==> src/rtl/pipe_ctrl_pkg.sv <==
// Shared types and constants for the pipeline control block.
package pipe_ctrl_pkg;

  typedef enum logic [1:0] {RUN, MEM_WAIT, DRAIN, HALTED} state_e;

  localparam int unsigned DRAIN_CYCLES = 3;
  localparam int unsigned CNT_W        = $clog2(DRAIN_CYCLES + 1);
  localparam logic [4:0]  REG_ZERO     = 5'd0;

  typedef struct packed {
    logic pc_write;
    logic ifid_write;
    logic ifid_flush;
    logic idex_write;
    logic idex_flush;
    logic exmem_write;
    logic memwb_bubble;
    logic dmem_req;
  } ctrl_t;

  localparam ctrl_t CTRL_IDLE = '0;

  function automatic ctrl_t ctrl_default(input logic dmem_req);
    ctrl_t c;
    c             = CTRL_IDLE;
    c.pc_write    = 1'b1;
    c.ifid_write  = 1'b1;
    c.idex_write  = 1'b1;
    c.exmem_write = 1'b1;
    c.dmem_req    = dmem_req;
    return c;
  endfunction

  // Front of the pipe frozen, MEM/WB fed a bubble while memory is busy.
  function automatic ctrl_t ctrl_mem_stall(input logic dmem_req);
    ctrl_t c;
    c              = CTRL_IDLE;
    c.memwb_bubble = 1'b1;
    c.dmem_req     = dmem_req;
    return c;
  endfunction

endpackage

==> src/rtl/pipe_hazard_detect.sv <==
// Combinational load-use detector: EX load destination vs. ID source registers.
module pipe_hazard_detect
  import pipe_ctrl_pkg::*;
#(
  parameter int NUM_SRC = 2
) (
  input  logic                    idex_memread,
  input  logic [4:0]              idex_rt,
  input  logic [NUM_SRC-1:0][4:0] ifid_src,
  output logic                    load_use
);

  logic [NUM_SRC-1:0] hit;

  for (genvar s = 0; s < NUM_SRC; s++) begin : g_src
    assign hit[s] = (ifid_src[s] == idex_rt);
  end

  // r0 is hardwired zero, so a load targeting it never creates a dependency.
  assign load_use = idex_memread && (idex_rt != REG_ZERO) && (|hit);

endmodule

==> src/rtl/pipe_ctrl.sv <==
// Pipeline stall/flush/halt controller. Optional stall-cycle counter under PIPE_PERF_CNT_EN.
module pipe_ctrl
  import pipe_ctrl_pkg::*;
(
  input  logic        CLK,
  input  logic        RESET,
  input  logic        I_IDEX_MemRead,
  input  logic [4:0]  I_IDEX_Rt,
  input  logic [4:0]  I_IFID_Rs,
  input  logic [4:0]  I_IFID_Rt,
  input  logic        I_Branch_Taken,
  input  logic        I_EXMEM_MemReq,
  input  logic        I_DMEM_Ready,
  input  logic        I_Halt,
  output logic        O_PC_Write,
  output logic        O_IFID_Write,
  output logic        O_IFID_Flush,
  output logic        O_IDEX_Write,
  output logic        O_IDEX_Flush,
  output logic        O_EXMEM_Write,
  output logic        O_MEMWB_Bubble,
  output logic        O_DMEM_Req,
  output logic        O_Halted,
  output logic [31:0] O_Stall_Cycles
);

  state_e             state, state_nxt;
  logic [CNT_W-1:0]   drain_cnt, drain_cnt_nxt;
  logic               halted_q;
  logic               load_use;
  logic               mem_stall;
  ctrl_t              ctrl;

  pipe_hazard_detect #(.NUM_SRC(2)) u_hazard (
    .idex_memread (I_IDEX_MemRead),
    .idex_rt      (I_IDEX_Rt),
    .ifid_src     ({I_IFID_Rt, I_IFID_Rs}),
    .load_use     (load_use)
  );

  assign mem_stall = I_EXMEM_MemReq && !I_DMEM_Ready;

  always_ff @(posedge CLK or posedge RESET) begin
    if (RESET) begin
      state     <= RUN;
      drain_cnt <= '0;
      halted_q  <= 1'b0;
    end else begin
      state     <= state_nxt;
      drain_cnt <= drain_cnt_nxt;
      halted_q  <= (state_nxt == HALTED);
    end
  end

  always_comb begin
    state_nxt     = state;
    drain_cnt_nxt = drain_cnt;
    ctrl          = CTRL_IDLE;
    case (state)
      RUN: begin
        ctrl = ctrl_default(I_EXMEM_MemReq);
        if (mem_stall) begin
          ctrl      = ctrl_mem_stall(I_EXMEM_MemReq);
          state_nxt = MEM_WAIT;
        end else if (I_Branch_Taken) begin
          ctrl.ifid_flush = 1'b1;
          ctrl.idex_flush = 1'b1;
        end else if (I_Halt) begin
          state_nxt     = DRAIN;
          drain_cnt_nxt = CNT_W'(DRAIN_CYCLES);
        end else if (load_use) begin
          ctrl.pc_write   = 1'b0;
          ctrl.ifid_write = 1'b0;
          ctrl.idex_flush = 1'b1;
        end
      end
      MEM_WAIT: begin
        // Branch/halt still present on release are picked up in RUN next cycle.
        if (I_DMEM_Ready) begin
          ctrl      = ctrl_default(I_EXMEM_MemReq);
          state_nxt = RUN;
        end else begin
          ctrl = ctrl_mem_stall(I_EXMEM_MemReq);
        end
      end
      DRAIN: begin
        if (mem_stall) begin
          ctrl = ctrl_mem_stall(1'b0);
        end else begin
          ctrl            = ctrl_default(1'b0);
          ctrl.pc_write   = 1'b0;
          ctrl.ifid_flush = 1'b1;
          drain_cnt_nxt   = drain_cnt - CNT_W'(1);
          if (drain_cnt <= CNT_W'(1)) begin
            drain_cnt_nxt = '0;
            state_nxt     = HALTED;
          end
        end
      end
      HALTED: ctrl = CTRL_IDLE;
      default: state_nxt = RUN;
    endcase
    if (RESET) ctrl = CTRL_IDLE;
  end

  assign O_PC_Write     = ctrl.pc_write;
  assign O_IFID_Write   = ctrl.ifid_write;
  assign O_IFID_Flush   = ctrl.ifid_flush;
  assign O_IDEX_Write   = ctrl.idex_write;
  assign O_IDEX_Flush   = ctrl.idex_flush;
  assign O_EXMEM_Write  = ctrl.exmem_write;
  assign O_MEMWB_Bubble = ctrl.memwb_bubble;
  assign O_DMEM_Req     = ctrl.dmem_req;
  assign O_Halted       = halted_q;

`ifdef PIPE_PERF_CNT_EN
  logic [31:0] stall_cnt;

  always_ff @(posedge CLK or posedge RESET) begin
    if (RESET)
      stall_cnt <= '0;
    else if (state != HALTED && !ctrl.pc_write && stall_cnt != 32'hFFFF_FFFF)
      stall_cnt <= stall_cnt + 32'd1;
  end

  assign O_Stall_Cycles = stall_cnt;
`else
  assign O_Stall_Cycles = 32'd0;
`endif

endmodule

==> config.mk <==
export PLATFORM = sky130hd
export DESIGN_NAME = pipe_ctrl
export DESIGN_NICKNAME = d
export VERILOG_FILES = /design/src/rtl/pipe_ctrl_pkg.sv /design/src/rtl/pipe_hazard_detect.sv /design/src/rtl/pipe_ctrl.sv
export SDC_FILE = /design/constraint.sdc
export NUM_CORES = 1
export LEC_CHECK = 0
export CAP_MARGIN = 20
export CORE_MARGIN = 3
export CORE_UTILIZATION = 34
export CTS_BUF_LIST = sky130_fd_sc_hd__clkbuf_16
export DETAILED_ROUTE_END_ITERATION = 10
export PLACE_DENSITY = 0.88
export SETUP_SLACK_MARGIN = 0.05
export SLEW_MARGIN = 20
export SYNTH_ARGS = -nofsm -noshare
export SYNTH_HDL_FRONTEND = slang
export SYNTH_SLANG_ARGS = --single-unit
==> constraint.sdc <==
create_clock -name CLK -period 3.2 [get_ports CLK]
set_clock_uncertainty 0.1 [all_clocks]
set_input_delay 0.64 -clock CLK [delete_from_list [all_inputs] [get_ports CLK]]
set_output_delay 0.64 -clock CLK [all_outputs]
set_load 0.03 [all_outputs]
==> qor.csv, run 1 <==
metric,value,unit
RSZ-0062 raised after global routing,no,
Initial Util,36.3,%
IO Pins,63,
Hold Crit Class,flop to flop,
TritonRoute pass-1 iters,4,
Core ar.,2000,µm²
deepest clock path buffer count,2,
final core occ,53.3,%
Worst-Skew Late Latency,0.22,ns
MaxCap Viol Count,0,
post-synthesis area per instance,7.57,µm²
Area Overhead vs Synth,46.6,%
final wirelength,1600,µm
DPL Wire Length,1390,µm
Starting DRT DRC Count,8,
critical path type,input port to output pin,
Port-buffer cells,30,
min Tclk post-route,2.98,ns
Psw,0.000111,W
crit path to,O_IFID_Write,
DR vias,678,
Routability Congestion,0.743,
FP Rows,16,
# DRC,0,
Die Span Y,52.2,µm
"Hold-fix buffers, CTS",0,
clk sinks,5,
CP startpoint kind,input port,
clock slew seen by the registers of the worst setup and hold paths,0.03,ns
final hold violation count,0,
Synth cell types,27,
H-tree depth,1,
WP data required,2.46,ns
outcome,completed,
hold depth,1,
sequential fraction of the synthesis area,17.2,%
clock network fraction of design power,51.7,%
Root Buffer,clkbuf_16,
WL/cell,9.82,µm
Critical path origin,I_IDEX_Rt[1],
Sw Ratio,29.1,%
WP data arrival,2.24,ns
RR Startpoint,state[0],
first-pass GRT wire length,2450,µm
clock tree from TritonCTS,yes,
layout cell share with drive strength beyond 1,14.7,%
reg2reg path depth,3,
Power Total,0.000383,W
Overflow after GRT,0,
Post CTS Setup Buffer Count,0,
peak supply drop,0.338,mV
synth top area cells,"buf_4, dfrtp_1, xnor2_1",
fin crit share,93.0,%
"reg-to-reg slack, setup",1.76,ns
nets,159,
TritonCTS Buffers,3,
synthesized instance count,96,
Die Span X,52.2,µm
vias in the first global route,604,
leakage,0.511,nW
synth warn,0,
area share of the largest cell type after synthesis,34.1,%
Pint,0.000272,W
Yosys top cell by area,buf_4,
Achievable Freq,336,MHz
antenna-violating nets left,0,
pins over their slew limit,0,
FF-to-FF End,drain_cnt[0],
crit path max fanout,2,
setup TNS,0,ns
DIE AREA,2730,µm²
combinational power share,30.3,%
Critical Path End Type,output pin,
final setup violation count,0,
Total Routing Usage GR,12.4,%
Power Density,359,nW/µm²
#FFs+latches synth,5,
largest net degree at the start of global routing,11,
initial antenna violation count,0,
Flop pwr share,17.9,%
Mapped Area,727,µm²
vias per cell,4.16,
ANT cells,0,
[cells by family (layout without fill, tap and decap cells)]
logic type                after synthesis  after routing  share of synthesized area (%)
buffers and inverters                  40             49                           38.0
and+or+nand+nor                        23             23                           17.2
AOI/OAI and AO/OA                      16             16                           13.6
xor gates and xnor gates               10             10                           12.0
DFF                                     5              5                           17.2
other                                   1             32                          0.516
muxes                                   1              1                           1.38
[registers in the layout, summed over array words and instances (netlist names)]
signal and flops:
drain_cnt 2, state 2, O_Halted 1
[worst min path at each step]
| stage | startpoint | to | slack, ns |
|---|---|---|---|
| finish | drain_cnt[0] | drain_cnt[0] | 0.43 |
| global route | drain_cnt[0] | drain_cnt[0] | 0.45 |
| CTS | drain_cnt[0] | drain_cnt[0] | 0.43 |
| detailed placement | drain_cnt[0] | drain_cnt[0] | 0.42 |
| global placement | drain_cnt[0] | drain_cnt[0] | 0.40 |
| floorplan | RESET | O_Halted | 0.34 |
[per-stage QoR]
stage | cell area, µm² | cells | setup WS [ns] | hold WS, ns
2_1_floorplan | 843 | 127 | 0.580 | 0.338
3_3_place_gp | 991 | 159 | -0.113 | 0.404
3_5_place_dp | 991 | 159 | -0.135 | 0.416
4_1_cts | 1070 | 163 | 0.0569 | 0.425
5_1_grt | 1070 | 163 | 0.128 | 0.454
6_report | 1070 | 163 | 0.222 | 0.428
[cell type report]
class / count / area, µm²
fill: 202 / 936
multi-input combinational: 82 / 442
timing repair buffer: 41 / 372
sequential: 5 / 125
clock buffer: 3 / 75.1
tap: 27 / 33.8
inverter: 4 / 15.0
clock inverter: 1 / 3.75
[power by group through the flow]
stage	registers (W)	clock network, W	logic (W)
finish	0.0000686	0.000198	0.000116
global route	0.0000691	0.000210	0.000124
CTS	0.0000686	0.000203	0.000116
detailed placement	0.0000692	0	0.000116
global placement	0.0000689	0	0.000113
floorplan	0.0000686	0	0.000102
[Yosys cell counts]
library cell  count
a21oi_1           4
a22o_1            1
and3_1            1
buf_2             2
buf_4            33
clkbuf_1          1
conb_1            1
dfrtp_1           5
inv_1             4
mux2i_1           1
nand2_1           2
nand2b_1          1
nand3_1           2
nor2_1            4
nor2b_1           4
nor3_1            5
nor4_1            2
o211ai_1          1
o21a_1            1
o21ai_0           4
o21ai_1           2
o21ai_2           1
o22ai_1           1
o32a_1            1
or2_1             1
or4_4             1
xnor2_1          10
[critical path, stage by stage]
cell and delay, ns:
clkdlybuf4s50_1 0.43, or4_4 0.54, o21ai_2 0.14, buf_4 0.12
nor4_1 0.03, a21oi_1 0.15, buf_4 0.17
[what timing repair did]
item,in CTS,in global routing
endpoints found under the setup margin,2,2
gates resized for setup,2,3
cloned,0,0
[cell usage in the layout, fill, tap and decap left out]
cell	count
dlygate4sd2_1	1
nor2b_1	4
nand2_1	2
clkbuf_16	3
dlymetal6s2s_1	1
clkdlybuf4s50_1	24
a22o_1	1
clkbuf_2	1
o22ai_1	1
o21a_1	1
conb_1	32
buf_4	14
o21ai_1	2
nor2_1	4
dfrtp_1	5
o21ai_2	1
o21ai_0	4
o211ai_1	1
nand3_1	2
o32a_1	1
nand2b_1	1
xnor2_1	10
or4_4	1
nor3_1	5
or2_1	1
and3_1	1
nor4_1	2
inv_1	5
a21oi_1	4
mux2i_1	1
[metal layers]
metal,up-vias,GRT usage (%),routed length (µm)
li1,332,-,-
met1,301,11.3,529
met2,45,24.5,879
met3,0,5.13,192
met4,0,3.83,0
met5,-,0,0
No activity file was read; power rests on OpenSTA's default activity.
==> run 2, diff against run 1 <==
- CORE_MARGIN: 3 -> default
- TNS_END_PERCENT: default -> 30
==> run 2 against run 1 <==
  * Sequential power about the same
  * Global-route usage increased by 1.7 points
  * Critical endpoint is now O_EXMEM_Write
  * Non-clock buffer count decreased by 9
  * Final cell count decreased by 5.5%
  * Largest power group unchanged
==> qor.csv, run 2 (synthesized netlist as in run 1, its figures left out) <==
metric,value,unit
Core ar.,1980,µm²
largest net degree at the start of global routing,11,
highest-count cells in the layout ignoring fill and taps,"conb_1, clkdlybuf4s50_1, xnor2_1",
final wirelength,1590,µm
Critical Path End Type,output pin,
Hold Crit Class,flop to flop,
PostCTS Resize Cnt,0,
nets,150,
"reg-to-reg slack, setup",1.84,ns
Root Buffer,clkbuf_16,
clk sinks,5,
FP Rows,16,
vias in the first global route,576,
clock slew seen by the registers of the worst setup and hold paths,0.03,ns
"CP delay by family, top",buffers and inverters,
"commonest non-fill, non-tap cell in the layout",conb_1,
fin crit share,95.8,%
RSZ-0062 raised after global routing,yes,
final hold violation count,0,
Area Overhead vs Synth,37.9,%
clock tree from TritonCTS,yes,
setup TNS,0,ns
CP startpoint kind,input port,
Starting DRT DRC Count,12,
DIE AREA,2330,µm²
leakage,0.465,nW
Worst Hold Launch,drain_cnt[0],
Worst-Skew Late Latency,0.23,ns
cell mode on critical path,clkdlybuf4s50_1,
Die Span Y,48.2,µm
Achievable Freq,326,MHz
cell with the largest stage delay on the worst path,clkdlybuf4s50_1,
WP data arrival,2.33,ns
final setup violation count,0,
Post CTS Setup Buffer Count,0,
fillers,198,
outcome,completed,
Die Span X,48.2,µm
TritonRoute pass-1 iters,4,
antenna-violating nets left,0,
pins over their slew limit,0,
Routability Congestion,0.893,
"Largest stage delay, worst path",0.59,ns
final core occ,50.6,%
IO Pins,63,
MaxCap Viol Count,0,
deepest clock path buffer count,2,
critical path type,input port to output pin,
Power Density,380,nW/µm²
DR vias,663,
vias per cell,4.31,
Total Routing Usage GR,14.2,%
H-tree depth,1,
crit path max fanout,5,
WL/cell,10.3,µm
DPL Wire Length,1290,µm
initial antenna violation count,0,
# DRC,0,
min Tclk post-route,3.07,ns
layout cell share with drive strength beyond 1,8.66,%
Critical path origin,I_EXMEM_MemReq,
TritonCTS Buffers,3,
"Hold-fix buffers, CTS",0,
Port-buffer cells,30,
CP Buf/Inv Count,3,
WP data required,2.46,ns
worst path cell trace,"clkdlybuf4s50_1, nor2b_1, nor2_1, o21ai_0, inv_1, clkdlybuf4s50_1",
Initial Util,36.7,%
ANT cells,0,
peak supply drop,0.147,mV
Overflow after GRT,0,
RR Startpoint,state[0],
first-pass GRT wire length,2230,µm
run 2: cell count changes in the layout (fill, tap and decap cells not counted):
cell and change:
buf_4 -8, clkbuf_2 -1, clkdlybuf4s50_1 +1, dlygate4sd2_1 -1
run 2: worst paths after layout:
path	depth (start not counted)	to
setup / recovery	6	O_EXMEM_Write
hold / removal	1	drain_cnt[0]
setup reg to reg	2	drain_cnt[0]
hold reg to reg	1	drain_cnt[0]
max in group asynchronous	3	O_Halted
min in group asynchronous	2	state[0]
run 2: worst register-to-register path, cell delays in order, from the launching register on:
cell     delay (ns)
dfrtp_1        0.45
or2_1          0.35
o32a_1         0.35
run 2: layout make-up:
cell class | instances | area, µm² | share of cell area (%)
clock buffers | 3 | 75.1 | 7.49
well taps | 27 | 33.8 | 3.37
multi-input cells | 82 | 442 | 44.1
inverters | 4 | 15.0 | 1.50
repair buffers | 32 | 308 | 30.7
flip-flops and latches | 5 | 125 | 12.5
clock inverters | 1 | 3.75 | 0.375
run 2: routing by layer:
layer,global-route usage [%],up-vias,wire length [µm],part of all wire (%)
li1,-,315,-,-
met1,13.6,299,553,35
met2,26.1,49,852,54
met3,4.07,0,182,11
met4,8.89,0,0,0
met5,0,-,0,0
run 2: stage by stage:
stage                     instances  total power (W)  hold slack (ns)  cell area [µm²]  setup slack (ns)
after global routing            154         0.000396            0.469             1000            0.0136
after floorplan                 127         0.000170            0.338              843             0.580
final                           154         0.000381            0.429             1000             0.134
after global placement          150         0.000176            0.400              921             0.179
after CTS                       154         0.000384            0.433             1000             0.128
after detailed placement        150         0.000179            0.415              921             0.158
run 2: power breakdown:
| group | leakage, nW | switching, W | internal (W) | total (W) |
|---|---|---|---|---|
| registers | 0.0519 | 0.00000216 | 0.0000664 | 0.0000685 |
| clock network | 0.0423 | 0.0000400 | 0.000162 | 0.000202 |
| logic | 0.371 | 0.0000720 | 0.0000383 | 0.000110 |
==> run 3, diff against run 2 <==
- SKIP_LAST_GASP: default -> 1
==> results of run 3 <==
Final layout, timing and power as in run 2 (identical DEF).
